==> src/rtl/piso_shift_reg.sv <==
// piso_shift_reg: parallel-in, serial-out shift register.
// Accepts a word through a valid/ready load handshake and streams it out one
// bit per enabled clock, MSB-first (dir=0) or LSB-first (dir=1). A bit counter
// ends the frame and done pulses in the cycle after the last bit is consumed.
// Optional feature: define PISO_PARITY_EN to append an even-parity bit
// (XOR of all data bits) after the last data bit.
module piso_shift_reg #(
    parameter int MSB = 16
) (
    input  logic           clk,
    input  logic           rstn,
    input  logic           en,
    input  logic           dir,
    input  logic           load_valid,
    output logic           load_ready,
    input  logic [MSB-1:0] din,
    output logic           q,
    output logic           q_valid,
    output logic           done,
    output logic           busy
);

    localparam int CW = (MSB > 1) ? $clog2(MSB) : 1;

`ifdef PISO_PARITY_EN
    typedef enum logic [1:0] {IDLE = 2'd0, SHIFT = 2'd1, PAR = 2'd2} state_t;
`else
    typedef enum logic [1:0] {IDLE = 2'd0, SHIFT = 2'd1} state_t;
`endif

    state_t          state, state_n;
    logic [MSB-1:0]  sreg, sreg_n;
    logic            dir_q, dir_n;
    logic [CW-1:0]   cnt, cnt_n;
    logic            done_q, done_n;
`ifdef PISO_PARITY_EN
    logic            par_q, par_n;
`endif

    // Next-state, shift and counter logic for the frame sequencer.
    always_comb begin
        // NOTE: every signal gets a default first, so no path can infer a latch.
        state_n = state;
        sreg_n  = sreg;
        dir_n   = dir_q;
        cnt_n   = cnt;
        done_n  = 1'b0;
`ifdef PISO_PARITY_EN
        par_n   = par_q;
`endif
        case (state)
            IDLE: begin
                // Acceptance is independent of en.
                if (load_valid) begin
                    sreg_n  = din;
                    dir_n   = dir;
                    cnt_n   = CW'(MSB - 1);
                    state_n = SHIFT;
`ifdef PISO_PARITY_EN
                    par_n   = ^din;
`endif
                end
            end
            SHIFT: begin
                if (en) begin
                    if (cnt != '0) begin
                        // Move the next bit into the output position.
                        sreg_n = dir_q ? (sreg >> 1) : (sreg << 1);
                        cnt_n  = cnt - CW'(1);
                    end else begin
`ifdef PISO_PARITY_EN
                        state_n = PAR;
`else
                        state_n = IDLE;
                        done_n  = 1'b1;
`endif
                    end
                end
            end
`ifdef PISO_PARITY_EN
            PAR: begin
                if (en) begin
                    state_n = IDLE;
                    done_n  = 1'b1;
                end
            end
`endif
            default: state_n = IDLE;
        endcase
    end

    // State registers with synchronous active-low reset; reset abandons any frame.
    always_ff @(posedge clk) begin
        // NOTE: sequential state uses non-blocking assignments only.
        if (!rstn) begin
            state  <= IDLE;
            sreg   <= '0;
            dir_q  <= 1'b0;
            cnt    <= '0;
            done_q <= 1'b0;
`ifdef PISO_PARITY_EN
            par_q  <= 1'b0;
`endif
        end else begin
            state  <= state_n;
            sreg   <= sreg_n;
            dir_q  <= dir_n;
            cnt    <= cnt_n;
            done_q <= done_n;
`ifdef PISO_PARITY_EN
            par_q  <= par_n;
`endif
        end
    end

    // Output decode: q is forced low outside a frame.
    always_comb begin
        load_ready = (state == IDLE);
        busy       = ~load_ready;
        q_valid    = (state != IDLE);
        done       = done_q;
        q          = 1'b0;
        case (state)
            SHIFT:   q = dir_q ? sreg[0] : sreg[MSB-1];
`ifdef PISO_PARITY_EN
            PAR:     q = par_q;
`endif
            default: q = 1'b0;
        endcase
    end

endmodule

==> config.mk <==
export PLATFORM = sky130hd
export DESIGN_NAME = piso_shift_reg
export DESIGN_NICKNAME = d
export VERILOG_FILES = /design/src/rtl/piso_shift_reg.sv
export SDC_FILE = /design/constraint.sdc
export NUM_CORES = 1
export LEC_CHECK = 0
export ABC_AREA = 0
export CORE_ASPECT_RATIO = 0.75
export CORE_UTILIZATION = 25
export CTS_BUF_LIST = sky130_fd_sc_hd__clkbuf_16
export CTS_CLUSTER_SIZE = 40
export DETAILED_ROUTE_END_ITERATION = 6
export GPL_ROUTABILITY_DRIVEN = 0
export SLEW_MARGIN = 20
export SYNTH_ARGS = -nofsm -noshare
export SYNTH_HDL_FRONTEND = slang
export SYNTH_SLANG_ARGS = --single-unit
==> constraint.sdc <==
create_clock -name clk -period 1.5 [get_ports clk]
set_input_delay 0.3 -clock clk [delete_from_list [all_inputs] [get_ports clk]]
set_output_delay 0.3 -clock clk [all_outputs]
set_load 0.1 [all_outputs]
# [Word-level counts from Yosys, hierarchy flattened]
# Index checks and enable logic that the tools add are counted.
[classes] addsub=1 n_eq_ne=5 mux=16 bitwise=1 n_reduce_logical=8
[op_table] operator="2-to-1 mux 16 bit" n=4
[op_table] operator="case mux 16 bit (2 select lines)" n=1
[op_table] operator="2-to-1 mux 4 bit" n=3
[op_table] operator="inequality test 2 bit (second input constant)" n=4
[op_table] operator="case mux 4 bit (2 select lines)" n=1
[op_table] operator="2-to-1 mux 2 bit" n=3
[op_table] operator="AND reduction 3 bit" n=2
[op_table] operator="case mux 2 bit (2 select lines)" n=1
[op_table] operator="AND reduction 4 bit" n=1
[op_table] operator="nonzero test 2 bit" n=2
[op_table] operator="nonzero test 4 bit" n=1
[op_table] operator="subtractor 4 x 1 -> 4 bit (second input constant)" n=1
[op_table] operator="2-to-1 mux 1 bit" n=3
[op_table] operator="equality test 2 x 1 -> 1 bit (second input constant)" n=1
[op_table] operator="zero test 2 bit" n=1
[op_table] operator="AND reduction 2 bit" n=1
[op_table] operator="NOT 1 bit" n=1
[word_totals] register_bits=24 in_bits=21 out_inout_bits=5 word_cells=36

# [Longest topological paths before layout]
[depth] depth_word=4 depth_mapped=6 depth_no_buf=5

# [Least setup slack after synthesis]
# OpenSTA, ideal clock, no wires.
[synth_path] path_type="register to output" start="register state[0]" end="output port q" arrival_ns=3.352 required_time_ns=1.200 setup_slack_ns=-2.152 path_stages_with_launch=4 path_buffers=1 path_cell_list="dfxtp_1 inv_2 clkbuf_1 nor2_1"
[synth_between] elab_chain_len=2
[synth_lines] item="start: declaration" line_no="31" text="state_t state, state_n;"
[synth_lines] item="start signal: assignment" line_no="105" text="state <= state_n;"
[synth_lines] item="equality test 2 x 1 -> 1 bit" line_no="123" text="case (state)"
[synth_lines] item="2-to-1 mux 1 bit" line_no="123"
[synth_lines] item="end: declaration" line_no="17" text="output logic q,"
# Every way passes these cells.

# [Worst setup path after layout]
[layout_path] start="register dir_q" end="output port q"
[layout_between] elab_chain_len=2
[layout_lines] item="start: declaration" line_no="33" text="logic dir_q, dir_n;"
[layout_lines] item="start signal: assignment" line_no="107" text="dir_q <= dir_n;"
[layout_lines] item="2-to-1 mux 1 bit" line_no="124" text="SHIFT: q = dir_q ? sreg[0] : sreg[MSB-1];"
[layout_lines] item="2-to-1 mux 1 bit" line_no="123"
# Every way passes these cells.

==> impl_metrics.env <==
export IMPL_p_sw_w=0.000579
export IMPL_drc_errors=0
export IMPL_die_area_um2=5530
export IMPL_synth_edf_count=0
export IMPL_slew_headroom=0.810
export IMPL_dp_cells=242
export IMPL_yosys_area_top_type="dfxtp_1"
export IMPL_yosys_register_bits=23
export IMPL_grt_pass1_wl_mm=5.49
export IMPL_rows=22
export IMPL_ys_top_cells_by_area="dfxtp_1, o32ai_2, a211oi_1"
export IMPL_antenna_found_initial=0
export IMPL_cp_start_kind="register"
export IMPL_power_share_switching=0.303
export IMPL_p_int_w=0.00133
export IMPL_synth_common_cells="dfxtp_1, nand2_1, nor2_1, nor2b_1, a211oi_1"
export IMPL_fin_ws_ns=0.0518
export IMPL_area_growth_pct=46.4
export IMPL_cts_tree="built"
export IMPL_status="finished clean"
export IMPL_first_iter_violations=41
export IMPL_p_leak_nw=0.714
export IMPL_dpl_worst_slack_ns=-0.144
export IMPL_grt_pass1_vias=1092
export IMPL_slowest_delay_ns=0.38
export IMPL_synth_fp_nets=171
export IMPL_synth_area_um2=1310
export IMPL_core_area_um2=4950
export IMPL_cp_required_ns=1.20
export IMPL_drv_slew=0
export IMPL_seq_area_frac_synth=0.352
export IMPL_cts_buffers=3
export IMPL_power_density_nw_per_um2=997
export IMPL_cp_end_kind="output port"
export IMPL_fmax_ghz=0.691
export IMPL_syn_area_per_cell_um2=8.78
export IMPL_crit_family="flip-flops"
export IMPL_yosysWarnings=0
export IMPL_rsz0062_at_grt="yes"
export IMPL_cts_root_buf="clkbuf_16"
export IMPL_p_total_w=0.00191
export IMPL_diodes=0
export IMPL_wire_per_inst_um=13.1
export IMPL_drt_wl_total_mm=3.23
export IMPL_synth_distinct_cells=37
export IMPL_grt_overflow=0
export IMPL_drtPass1Iterations=4
export IMPL_fin_nets=209
export IMPL_power_frac_comb=0.307
export IMPL_path_class="reg2out"
export IMPL_setup_viol=0
export IMPL_dp_hpwl_mm=2.29
export IMPL_worst_pin_slew_ns=0.283
export IMPL_stdcell_count=246
export IMPL_cts_max_path_buffers=2
export IMPL_hp_class="reg2reg"
export IMPL_power_frac_clock=0.308
export IMPL_clkSlewWorstSetupHoldPaths_ns=0.06
export IMPL_grt_max_degree=18
export IMPL_fin_hold_ws_ns=0.495
export IMPL_synthFlopType="dfxtp_1"
export IMPL_crit_chain="mux2i_2 > nor2_4 > buf_12"
export IMPL_max_cap_viol_count=0
export IMPL_vias_per_cell=4.85
export IMPL_clock_skew_ns=0.00506
export IMPL_synthCells=149
export IMPL_grt_use_total=0.127
export IMPL_yosysMostFrequentCell="dfxtp_1"
export IMPL_async_reset_ff_frac=0
export IMPL_fp_dieH_um=64.6
export IMPL_portBuffers=25
export IMPL_cp_slowest_cell="dfxtp_1"
export IMPL_start_util=0.264
export IMPL_die_w_um=85.5
export IMPL_fin_crit_sh=0.965
export IMPL_seqPwrFrac=0.385
export IMPL_pin_count=26
export IMPL_finalCriticalPeriod_ns=1.45
export IMPL_ctsHoldBuffers=0
export IMPL_route_vias_total=1193
export IMPL_worst_path_buf_inv=1
export IMPL_cts_setup_buffers=0
export IMPL_htreeDepth=1
export IMPL_synth_top_area_frac=0.352
export IMPL_clock_latency_ns=0.26
export IMPL_path_max_fanout=3
export IMPL_finalHoldViolCount=0
export IMPL_ir_drop_uv=386
export IMPL_ant_nets=0
export IMPL_crit_arrival_ns=1.15
export IMPL_drive_above_1_share=0.269
export IMPL_cts_sinks=23
export IMPL_tns_ns=0
power by group through the flow:
stage	logic (W)	registers, W	clock network, W
global placement	0.000566	0.000741	0
CTS	0.000577	0.000730	0.000602
detailed placement	0.000568	0.000741	0
global route	0.000637	0.000744	0.000632
finish	0.000587	0.000734	0.000588
floorplan	0.000346	0.000747	0
metrics by stage:
step,util,instance area (µm²)
CTS,0.382,1890
global route,0.386,1910
detailed placement,0.364,1800
global placement,0.364,1800
finish,0.386,1910
floorplan,-,1350
state kept, by name (all words and copies together), names as in the netlist:
signal  flops
state       1
done        1
dir_q       1
sreg       16
cnt         4
final cells by class:
cell class / count / area [µm²]
multi-input combinational: 111 / 807
timing repair buffer: 44 / 468
sequential: 23 / 467
clock buffer: 3 / 75.1
tap: 60 / 75.1
clock inverter: 1 / 5.00
inverter: 4 / 17.5
fill: 499 / 3040
cells in the final DEF (no fill, tap or decap), types with 2 or more instances in the layout:
cell type        Yosys  final
nand2_1             20     20
dfxtp_1             23     20
clkdlybuf4s50_1      0     20
buf_4                2     17
nor2_1              16     15
nor2b_1             15     15
a211oi_1            14     14
o32ai_2             10     10
buf_12               0      7
a21oi_1              5      5
o32ai_1              4      4
inv_1                3      3
a31oi_1              3      3
o21ai_0              3      3
clkbuf_16            0      3
dfxtp_2              0      2
routing by layer:
layer | routed length [µm] | track usage | vias up | part of all wire
met4 | 30 | 0.0313 | 0 | 0.0093
met5 | 0 | 0 | - | 0
met1 | 1800 | 0.180 | 543 | 0.56
met2 | 1270 | 0.186 | 20 | 0.39
met3 | 131 | 0.0382 | 5 | 0.041
li1 | - | - | 625 | -
worst min-delay path, delay by kind of cell (launching register included):
kind / cells / cell delay, ns
DFF: 1 / 0.32
AOI/OAI and AO/OA: 1 / 0.07
and+or+nand+nor: 1 / 0.06
what timing repair did:
item / 4_1_cts / 5_1_grt
pin swaps: 0 / 4
gates resized for setup: 2 / 5
endpoints found under the setup margin: 2 / 5
hold endpoints to repair: 0 / 0
worst paths after layout:
| kind | cells past startpoint | to | start | slack [ns] |
|---|---|---|---|---|
| worst max-delay path | 3 | q | dir_q$_SDFFE_PN0P_ | 0.05 |
| worst min-delay path | 2 | sreg[2]$_SDFFE_PN0P_ | sreg[2]$_SDFFE_PN0P_ | 0.49 |
| worst max register to register | 5 | cnt[3]$_SDFFE_PN0P_ | cnt[1]$_SDFFE_PN0P_ | 0.07 |
| worst min register to register | 2 | sreg[2]$_SDFFE_PN0P_ | sreg[2]$_SDFFE_PN0P_ | 0.49 |
kinds of logic after synthesis:
kind of cell,synth area share
AND/OR/NAND/NOR,0.253
AO/OA/AOI/OAI,0.308
flip-flops,0.352
buffers and inverters,0.0584
multiplexers,0.0191
adder cells (fa/ha/maj),0.00957
No activity file was read; power rests on OpenSTA's default activity.
